--- src/rtl/optical_sw_pkg.sv ---
// Shared constants, FSM encoding and a width helper for the optical switch driver.
package optical_sw_pkg;

    localparam logic P_BAR   = 1'b0;
    localparam logic P_CROSS = 1'b1;

    typedef enum logic [2:0] {
        ST_IDLE   = 3'd0,
        ST_SETUP  = 3'd1,
        ST_STROBE = 3'd2,
        ST_SETTLE = 3'd3,
        ST_DONE   = 3'd4
    } sw_state_t;

    // Smallest r with 2**r >= value; constant-evaluable for widths.
    function automatic int clog2(input int value);
        int r;
        r = 0;
        for (int i = 0; i < 31; i++) begin
            if ((1 << i) < value) r = i + 1;
        end
        return r;
    endfunction

endpackage

--- src/rtl/optical_sw_timer.sv ---
// Down-counter shared by the SETUP and SETTLE phases; parks at zero, never wraps.
module optical_sw_timer #(
    parameter int W = 4
) (
    input  logic         i_clk,
    input  logic         i_rst,
    input  logic [W-1:0] load_val,
    input  logic         load,
    input  logic         en,
    output logic         zero
);

    logic [W-1:0] cnt;

    always_ff @(posedge i_clk) begin
        if (i_rst)                 cnt <= '0;
        else if (load)             cnt <= load_val;
        else if (en && cnt != '0)  cnt <= cnt - 1'b1;
    end

    assign zero = (cnt == '0);

endmodule

--- src/rtl/optical_switch_driver.sv ---
// Applies the controller's BAR/CROSS grant to the 2x2 switch drive pins with setup,
// strobe and settle timing. Optional completion counter: OPT_SW_CFG_CNT_EN.
module optical_switch_driver
    import optical_sw_pkg::*;
#(
    parameter logic P_BAR        = optical_sw_pkg::P_BAR,
    parameter logic P_CROSS      = optical_sw_pkg::P_CROSS,
    parameter int   P_SWITCHNUM  = 4,
    parameter int   P_SETUP_CYC  = 2,
    parameter int   P_SETTLE_CYC = 16,
    parameter int   P_CNTWIDTH   = 16
) (
    input  logic                   i_clk,
    input  logic                   i_rst,
    input  logic [P_SWITCHNUM-1:0] i_switch_grant,
    input  logic                   i_grant_valid,
    output logic [P_SWITCHNUM-1:0] o_sw_ctrl,
    output logic                   o_sw_strobe,
    output logic                   o_busy,
    output logic                   o_config_end,
    output logic                   o_overrun
`ifdef OPT_SW_CFG_CNT_EN
   ,output logic [P_CNTWIDTH-1:0]  o_cfg_cnt
`endif
);

    localparam int TMAX = (P_SETUP_CYC > P_SETTLE_CYC) ? P_SETUP_CYC : P_SETTLE_CYC;
    localparam int TW   = (clog2(TMAX) < 1) ? 1 : clog2(TMAX);
    localparam logic [TW-1:0] SETUP_LD  = TW'(P_SETUP_CYC - 1);
    localparam logic [TW-1:0] SETTLE_LD = TW'(P_SETTLE_CYC - 1);

    sw_state_t state_q, state_d;
    logic          valid_q, rise, first_cfg, capture;
    logic          tmr_load, tmr_en, tmr_zero;
    logic [TW-1:0] tmr_val;

    assign rise = i_grant_valid & ~valid_q;

    optical_sw_timer #(.W(TW)) u_timer (
        .i_clk    (i_clk),
        .i_rst    (i_rst),
        .load_val (tmr_val),
        .load     (tmr_load),
        .en       (tmr_en),
        .zero     (tmr_zero)
    );

    always_ff @(posedge i_clk) begin
        if (i_rst) state_q <= ST_IDLE;
        else       state_q <= state_d;
    end

    always_comb begin
        state_d  = state_q;
        tmr_load = 1'b0;
        tmr_val  = SETUP_LD;
        tmr_en   = 1'b0;
        capture  = 1'b0;
        case (state_q)
            ST_IDLE: begin
                if (rise) begin
                    capture = 1'b1;
                    // Unchanged grant after the first job needs no optical move.
                    if (first_cfg || i_switch_grant != o_sw_ctrl) begin
                        state_d  = ST_SETUP;
                        tmr_load = 1'b1;
                    end else begin
                        state_d  = ST_DONE;
                    end
                end
            end
            ST_SETUP: begin
                tmr_en = 1'b1;
                if (tmr_zero) state_d = ST_STROBE;
            end
            ST_STROBE: begin
                tmr_load = 1'b1;
                tmr_val  = SETTLE_LD;
                state_d  = ST_SETTLE;
            end
            ST_SETTLE: begin
                tmr_en = 1'b1;
                if (tmr_zero) state_d = ST_DONE;
            end
            ST_DONE:  state_d = ST_IDLE;
            default:  state_d = ST_IDLE;
        endcase
    end

    // Status outputs are registered from the next state so they align with it.
    always_ff @(posedge i_clk) begin
        if (i_rst) begin
            valid_q      <= 1'b0;
            first_cfg    <= 1'b1;
            o_sw_ctrl    <= {P_SWITCHNUM{P_CROSS}};
            o_sw_strobe  <= 1'b0;
            o_busy       <= 1'b0;
            o_config_end <= 1'b0;
            o_overrun    <= 1'b0;
        end else begin
            valid_q      <= i_grant_valid;
            o_sw_strobe  <= (state_d == ST_STROBE);
            o_busy       <= (state_d != ST_IDLE);
            o_config_end <= (state_d == ST_DONE);
            if (capture)               o_sw_ctrl <= i_switch_grant;
            if (state_q == ST_DONE)    first_cfg <= 1'b0;
            if (rise && state_q != ST_IDLE) o_overrun <= 1'b1;
        end
    end

`ifdef OPT_SW_CFG_CNT_EN
    always_ff @(posedge i_clk) begin
        if (i_rst)                  o_cfg_cnt <= '0;
        else if (state_q == ST_DONE) o_cfg_cnt <= o_cfg_cnt + 1'b1;
    end
`else
`endif

endmodule

--- config.mk ---
export PLATFORM = sky130hd
export DESIGN_NAME = optical_switch_driver
export DESIGN_NICKNAME = d
export VERILOG_FILES = /design/src/rtl/optical_sw_pkg.sv /design/src/rtl/optical_sw_timer.sv /design/src/rtl/optical_switch_driver.sv
export SDC_FILE = /design/constraint.sdc
export NUM_CORES = 1
export LEC_CHECK = 0
export ABC_AREA = 1
export CAP_MARGIN = 20
export CORE_ASPECT_RATIO = 0.9
export CORE_UTILIZATION = 53
export DETAILED_ROUTE_END_ITERATION = 10
export GPL_TIMING_DRIVEN = 0
export PLACE_DENSITY = 0.8
export RECOVER_POWER = 25
export SLEW_MARGIN = 10
export SYNTH_ARGS = -nofsm -noshare
export SYNTH_HDL_FRONTEND = slang
export SYNTH_SLANG_ARGS = --single-unit
--- constraint.sdc ---
create_clock -name i_clk -period 2.4 [get_ports i_clk]
set_input_delay 0.6 -clock i_clk [delete_from_list [all_inputs] [get_ports i_clk]]
set_output_delay 0.6 -clock i_clk [all_outputs]
set_load 0.005 [all_outputs]
# Yosys cells after proc, flatten, opt, wreduce, memory -nomap -nowiden

Cells that the tools add are included.

$lt $le $gt $ge: 0
Add/sub/neg operators: 1
Muxes and demuxes: 14
Divide/modulo/power cells: 0
Shifts and indexed selects: 0
Bitwise gates (word level): 2
Multiply operators: 0
Eq/ne operators: 7
Reductions and logical operators: 10

Operators with widths:

| operator                                             | count |
|---|---|
| 2-to-1 mux 3 bit                                     | 4 |
| 2-to-1 mux 4 bit                                     | 3 |
| case mux 3 bit (4 select lines)                      | 1 |
| equality test 3 x 2 -> 1 bit (second input constant) | 3 |
| equality test 3 bit (second input constant)          | 2 |
| nonzero test 3 bit                                   | 2 |
| 2-to-1 mux 1 bit                                     | 5 |
| logical NOT 4 bit                                    | 1 |
| != test 4 bit                                        | 1 |
| nonzero test 4 bit                                   | 1 |
| subtractor 4 x 1 -> 4 bit (second input constant)    | 1 |
| equality test 3 x 1 -> 1 bit (second input constant) | 1 |
| logical NOT 3 bit                                    | 1 |
| logical AND 1 bit                                    | 2 |
| case mux 1 bit (2 select lines)                      | 1 |
| nonzero test 2 bit                                   | 1 |
| OR reduction 2 bit                                   | 1 |
| AND 1 bit                                            | 1 |
| logical OR 1 bit                                     | 1 |
| NOT 1 bit                                            | 1 |

ROM bits: 0
Bits in latches: 0
Bits of input ports: 7
Memories: 0
Flip-flop bits (word level): 17
Bits in writable memories: 0
Output and inout bits: 8

# Depth between registers and ports, before layout

Word-level depth: 6
Depth in mapped cells: 10
Mapped depth without buffers: 10

# Cells and area by module

A second synthesis with hierarchy kept.

Cell total of the unflattened synthesis: 123
Area, all modules: 883.3 µm²

By module, submodules not included:

| module                | sequential area each (µm²) | cells each | instances | area an instance (µm²) |
|---|---|---|---|---|
| optical_switch_driver | 260.2                      | 82         | 1         | 609.3 |
| optical_sw_timer      | 80.1                       | 41         | 1         | 274.0 |

# Least setup slack after synthesis

OpenSTA, ideal clock, no wires.

Path kind: input to register
From: input i_grant_valid
To: register u_timer.cnt[2]
Path slack: 962 ps
Data arrival time: 1326 ps
Cell stages on the path: 8
Setup time: 112 ps
Buffers on the path: 0
Data required time: 2288 ps
Path through: inv_1 or2_4 nor3_2 nand2_2 nand2_1 nand2_1 nor2_1 nor2_1

Cells in the longest elaborated chain, start to end: 4
Elaborated cells on any way between the ends: 5

RTL lines:

| item                                                          | line                        | source |
|---|---|---|
| from (decl)                                                   | optical_switch_driver.sv:16 | `input logic i_grant_valid,` |
| AND 1 bit *                                                   | optical_switch_driver.sv:37 | `assign rise = i_grant_valid & ~valid_q;` |
| 2-to-1 mux 1 bit *                                            | optical_switch_driver.sv:61 | `if (rise) begin` |
| case mux 1 bit (2 select lines) *                             | optical_switch_driver.sv:59 | `case (state_q)` |
| 2-to-1 mux 4 bit / nonzero test 2 bit (equally long branches) | n/a                         |  |
| to (signal assigned)                                          | optical_sw_timer.sv:17      | `else if (load) cnt <= load_val;` |
| to (signal assigned)                                          | optical_sw_timer.sv:18      | `else if (en && cnt != '0) cnt <= cnt - 1'b1;` |
| to (decl)                                                     | optical_sw_timer.sv:13      | `logic [W-1:0] cnt;` |

Mark *: on every way between the ends. The rest lies on a longest branch, timed or not.
A chain may end at the register's enable or synchronous reset.

# Final worst setup path

From: register o_sw_ctrl[3]
To: output o_sw_ctrl[3]

RTL lines:

| item                   | line                         | source |
|---|---|---|
| from (decl)            | optical_switch_driver.sv:17  | `output logic [P_SWITCHNUM-1:0] o_sw_ctrl,` |
| from (signal assigned) | optical_switch_driver.sv:95  | `o_sw_ctrl <= {P_SWITCHNUM{P_CROSS}};` |
| from (signal assigned) | optical_switch_driver.sv:105 | `if (capture) o_sw_ctrl <= i_switch_grant;` |

No word-level cell between the ends.

==> impl_results.md <==
- Status: completed
- Global-route wire length before repair: 2500 um
- Worst Setup Start Kind: register
- Buf+Inv Stages, Crit Path: 1
- Fillers: 121
- Gr ovfl total: 0
- Initial antenna violation count: 0
- Nets@finish: 139
- Worst Slack Setup Final: around 600 ps
- Fin crit period: 1800 ps
- Final Max Tran Viols: 0
- Register-to-register path setup slack: a little over 900 ps
- Clock-pin slew on the worst setup and hold paths: 100 ps
- Row count: 13
- Mapped Area: 840 um2
- DR vias/cell: 4.89
- Final Hold Fails: 0
- Crit path kind: register to output pin
- Final period util: between 70% and 80%
- Switching power: 0.417 mW
- Unique masters post-synth: 25
- Post-synthesis cell count: 112
- Via Count: 709
- Asr flop ratio synth: 0%
- Hold path start: o_overrun$_SDFFE_PP0P_
- Hold path endpoint: o_overrun$_SDFFE_PP0P_
- Post-DP HPWL: ~1200 um
- Place WS: between 300 and 400 ps
- Die Area: about 1700 um2
- RSZ-0062 raised after global routing: no
- Largest net degree at the start of global routing: 11
- Yosys warning total: 0
- IO Port Bufs: 14
- Least-Margin Pin Slew: around 430 ps
- Simple-gate share of the synthesized area: 35.5%
- Sw frac: 39.6%
- Adder-cell share of the synthesized area: 1.49%
- Layout cell share with drive strength beyond 1: 13.1%
- Syn Area/Cell: 7.50 um2
- Path depth of the worst reg2reg path: 9
- Worst slew margin: 71.7%
- GRT Total Usage: 20.9%
- Req. time, crit path: 1800 ps
- Syn_nets: 120
- Initial Utilization: 57.4%
- Max Cap Violations: 0
- Hold depth: 2
- Sequential Power Share: between 30% and 40%
- Synthesis-to-layout area growth: 21.8%
- Drt pass-1 iters: 6
- Number of flops mapped to enable cells by yosys: 0
- Max VDD drop: 0.739 mV
- DRC Markers: 0
- Setup TNS: 0 ps
- Largest family of logic cells by synthesized area: simple AND/OR/NAND/NOR gates
- Sequential standard cell area: 340 um2
- Clock skew: 6.16 ps
- Lkg Pwr: ~0.51 nW
- Internal: approximately 0.64 mW
- Synth Area in Compound Gates: 8.64%
- Power share of the clock group: 14.8%
- Worst setup EP type: output pin
- Core ar.: 1460 um2
- IO Count: 15
- Final Power: 1.05 mW
- Logic pwr share: 47.7%
- Root buffer cell: clkbuf_4
- Worst-path maximum fanout: 4
- Die Ht: 39.8 um
- CTS Buf Count: 3
- F_max: approximately 0.56 GHz
- CP top delay family: buffers and inverters
- CTS tree: done
- Area of the multi-input gates: roughly 420 um2
- Placer Congestion: 0.790
- Post-synthesis xor/xnor area fraction: between 4 and 5%
- Vias in the first global route: between 600 and 700
- Crit-path max cell delay: approximately 520 ps
- Post-CTS Resized: 0
- Post-CTS setup repair buffer count: 0
- H-tree levels: 1
- Clock latency on the worst-skew pair: 290 ps
- Placed Area: 998 um2
- CTS Sinks: 17
- Type of the most critical hold path: register to register
- Final WL: ~1500 um
- Pwr dens: 1030 nW/um2
- # setup viols final: 0
- Hold buffer count at cts: 0
- Crit path cell chain: clkdlybuf4s50_1
- Mux cell area share after synthesis: 0%
- Design Area, Final: 1020 um2
- Crit path DAT: between 1000 and 1500 ps
- CP max stage cell: clkdlybuf4s50_1
- Reg-to-Reg Start: u_timer.cnt[0]$_SDFFE_PP0P_
- Sequential area share after synthesis: about two fifths
- Die W: 44.0 um
- Reg2Reg Capture Point: o_busy$_SDFF_PP0_
- Final ANT Viol Nets: 0
- #FFs+latches synth: 17
- Avg WL per Cell: 10.6 um
- Number of diodes: 0
- CTS Buffer Depth: 2
- Initial DRC Count: 8
- Primary FF master, synth: dfxtp_1
[layer usage]
metal  part of all wire, %  track usage, %
met5                     0               0
met4                  0.97            6.82
met3                   4.2            9.68
met2                    48            36.9
met1                    47            22.2
[power by group through the flow]
stage / combinational (mW) / clock (mW) / sequential [mW]
floorplan: 0.367 / 0 / 0.400
global placement: 0.485 / 0 / 0.400
detailed placement: 0.500 / 0 / 0.402
CTS: 0.505 / 0.158 / 0.395
global route: 0.559 / 0.173 / 0.404
finish: 0.502 / 0.156 / 0.394
[cells in the final DEF, fill, tap and decap left out, types with 2 or more instances in the layout]
master	Yosys	layout
nor2_2	3	3
nor2_1	12	12
o21ai_0	2	2
nand2_1	27	27
clkbuf_4	0	3
xor2_1	3	3
nand2_2	4	4
nand3_1	8	8
clkdlybuf4s50_1	0	13
dfxtp_1	17	17
inv_1	18	18
o211ai_1	3	3
[cell usage after synthesis (2+ instances only)]
master | n | area share [%]
nand2_1 | 27 | 12
inv_1 | 18 | 8.0
dfxtp_1 | 17 | 41
nor2_1 | 12 | 5.4
nand3_1 | 8 | 4.8
nand2_2 | 4 | 3.0
nor2_2 | 3 | 2.2
o211ai_1 | 3 | 2.7
xor2_1 | 3 | 3.1
o21ai_0 | 2 | 1.2
[cell families (layout without fill, tap and decap cells)]
logic type               Yosys count  count (layout)
AND/OR/NAND/NOR                   60              60
XOR/XNOR                           4               4
adder cells (fa/ha/maj)            1               1
AO/OA/AOI/OAI                      9               9
flip-flops                        17              17
buffers and inverters             21              39
[stage by stage]
stage / hold WS, ps / utilization, % / std cells
final: 479 / 69.8 / 145
after global routing: 518 / 69.8 / 145
after floorplan: 450 / - / 112
after global placement: 452 / 68.2 / 141
after CTS: 483 / 70.0 / 145
after detailed placement: 458 / 68.2 / 141
[state kept, by name (all words and copies together), names as in the netlist]
name,count
o_sw_strobe,1
o_overrun,1
first_cfg,1
valid_q,1
u_timer.cnt,4
o_busy,1
o_config_end,1
state_q,3
o_sw_ctrl,4
[how the worst max path moves through the flow]
stage / from / to / slack [ps] / cells past startpoint
3_5_place_dp: i_switch_grant[0] / o_busy$_SDFF_PP0_ / 370 / 10
6_report: o_sw_ctrl[3]$_SDFFE_PP1P_ / o_sw_ctrl[3] / 600 / 1
2_1_floorplan: i_grant_valid / u_timer.cnt[2]$_SDFFE_PP0P_ / 960 / 8
4_1_cts: o_sw_ctrl[3]$_SDFFE_PP1P_ / o_sw_ctrl[3] / 590 / 1
5_1_grt: i_grant_valid / u_timer.cnt[2]$_SDFFE_PP0P_ / 500 / 9
3_3_place_gp: i_switch_grant[0] / o_busy$_SDFF_PP0_ / 370 / 10
[area by class of cell]
cell class / count / share of cell area (%)
repair buffers: 14 / 13.7
multi-input cells: 74 / 40.6
clock buffers: 4 / 2.57
well taps: 15 / 1.84
flip-flops and latches: 17 / 33.3
inverters: 21 / 7.96
Power figures use the tool's default switching activity.
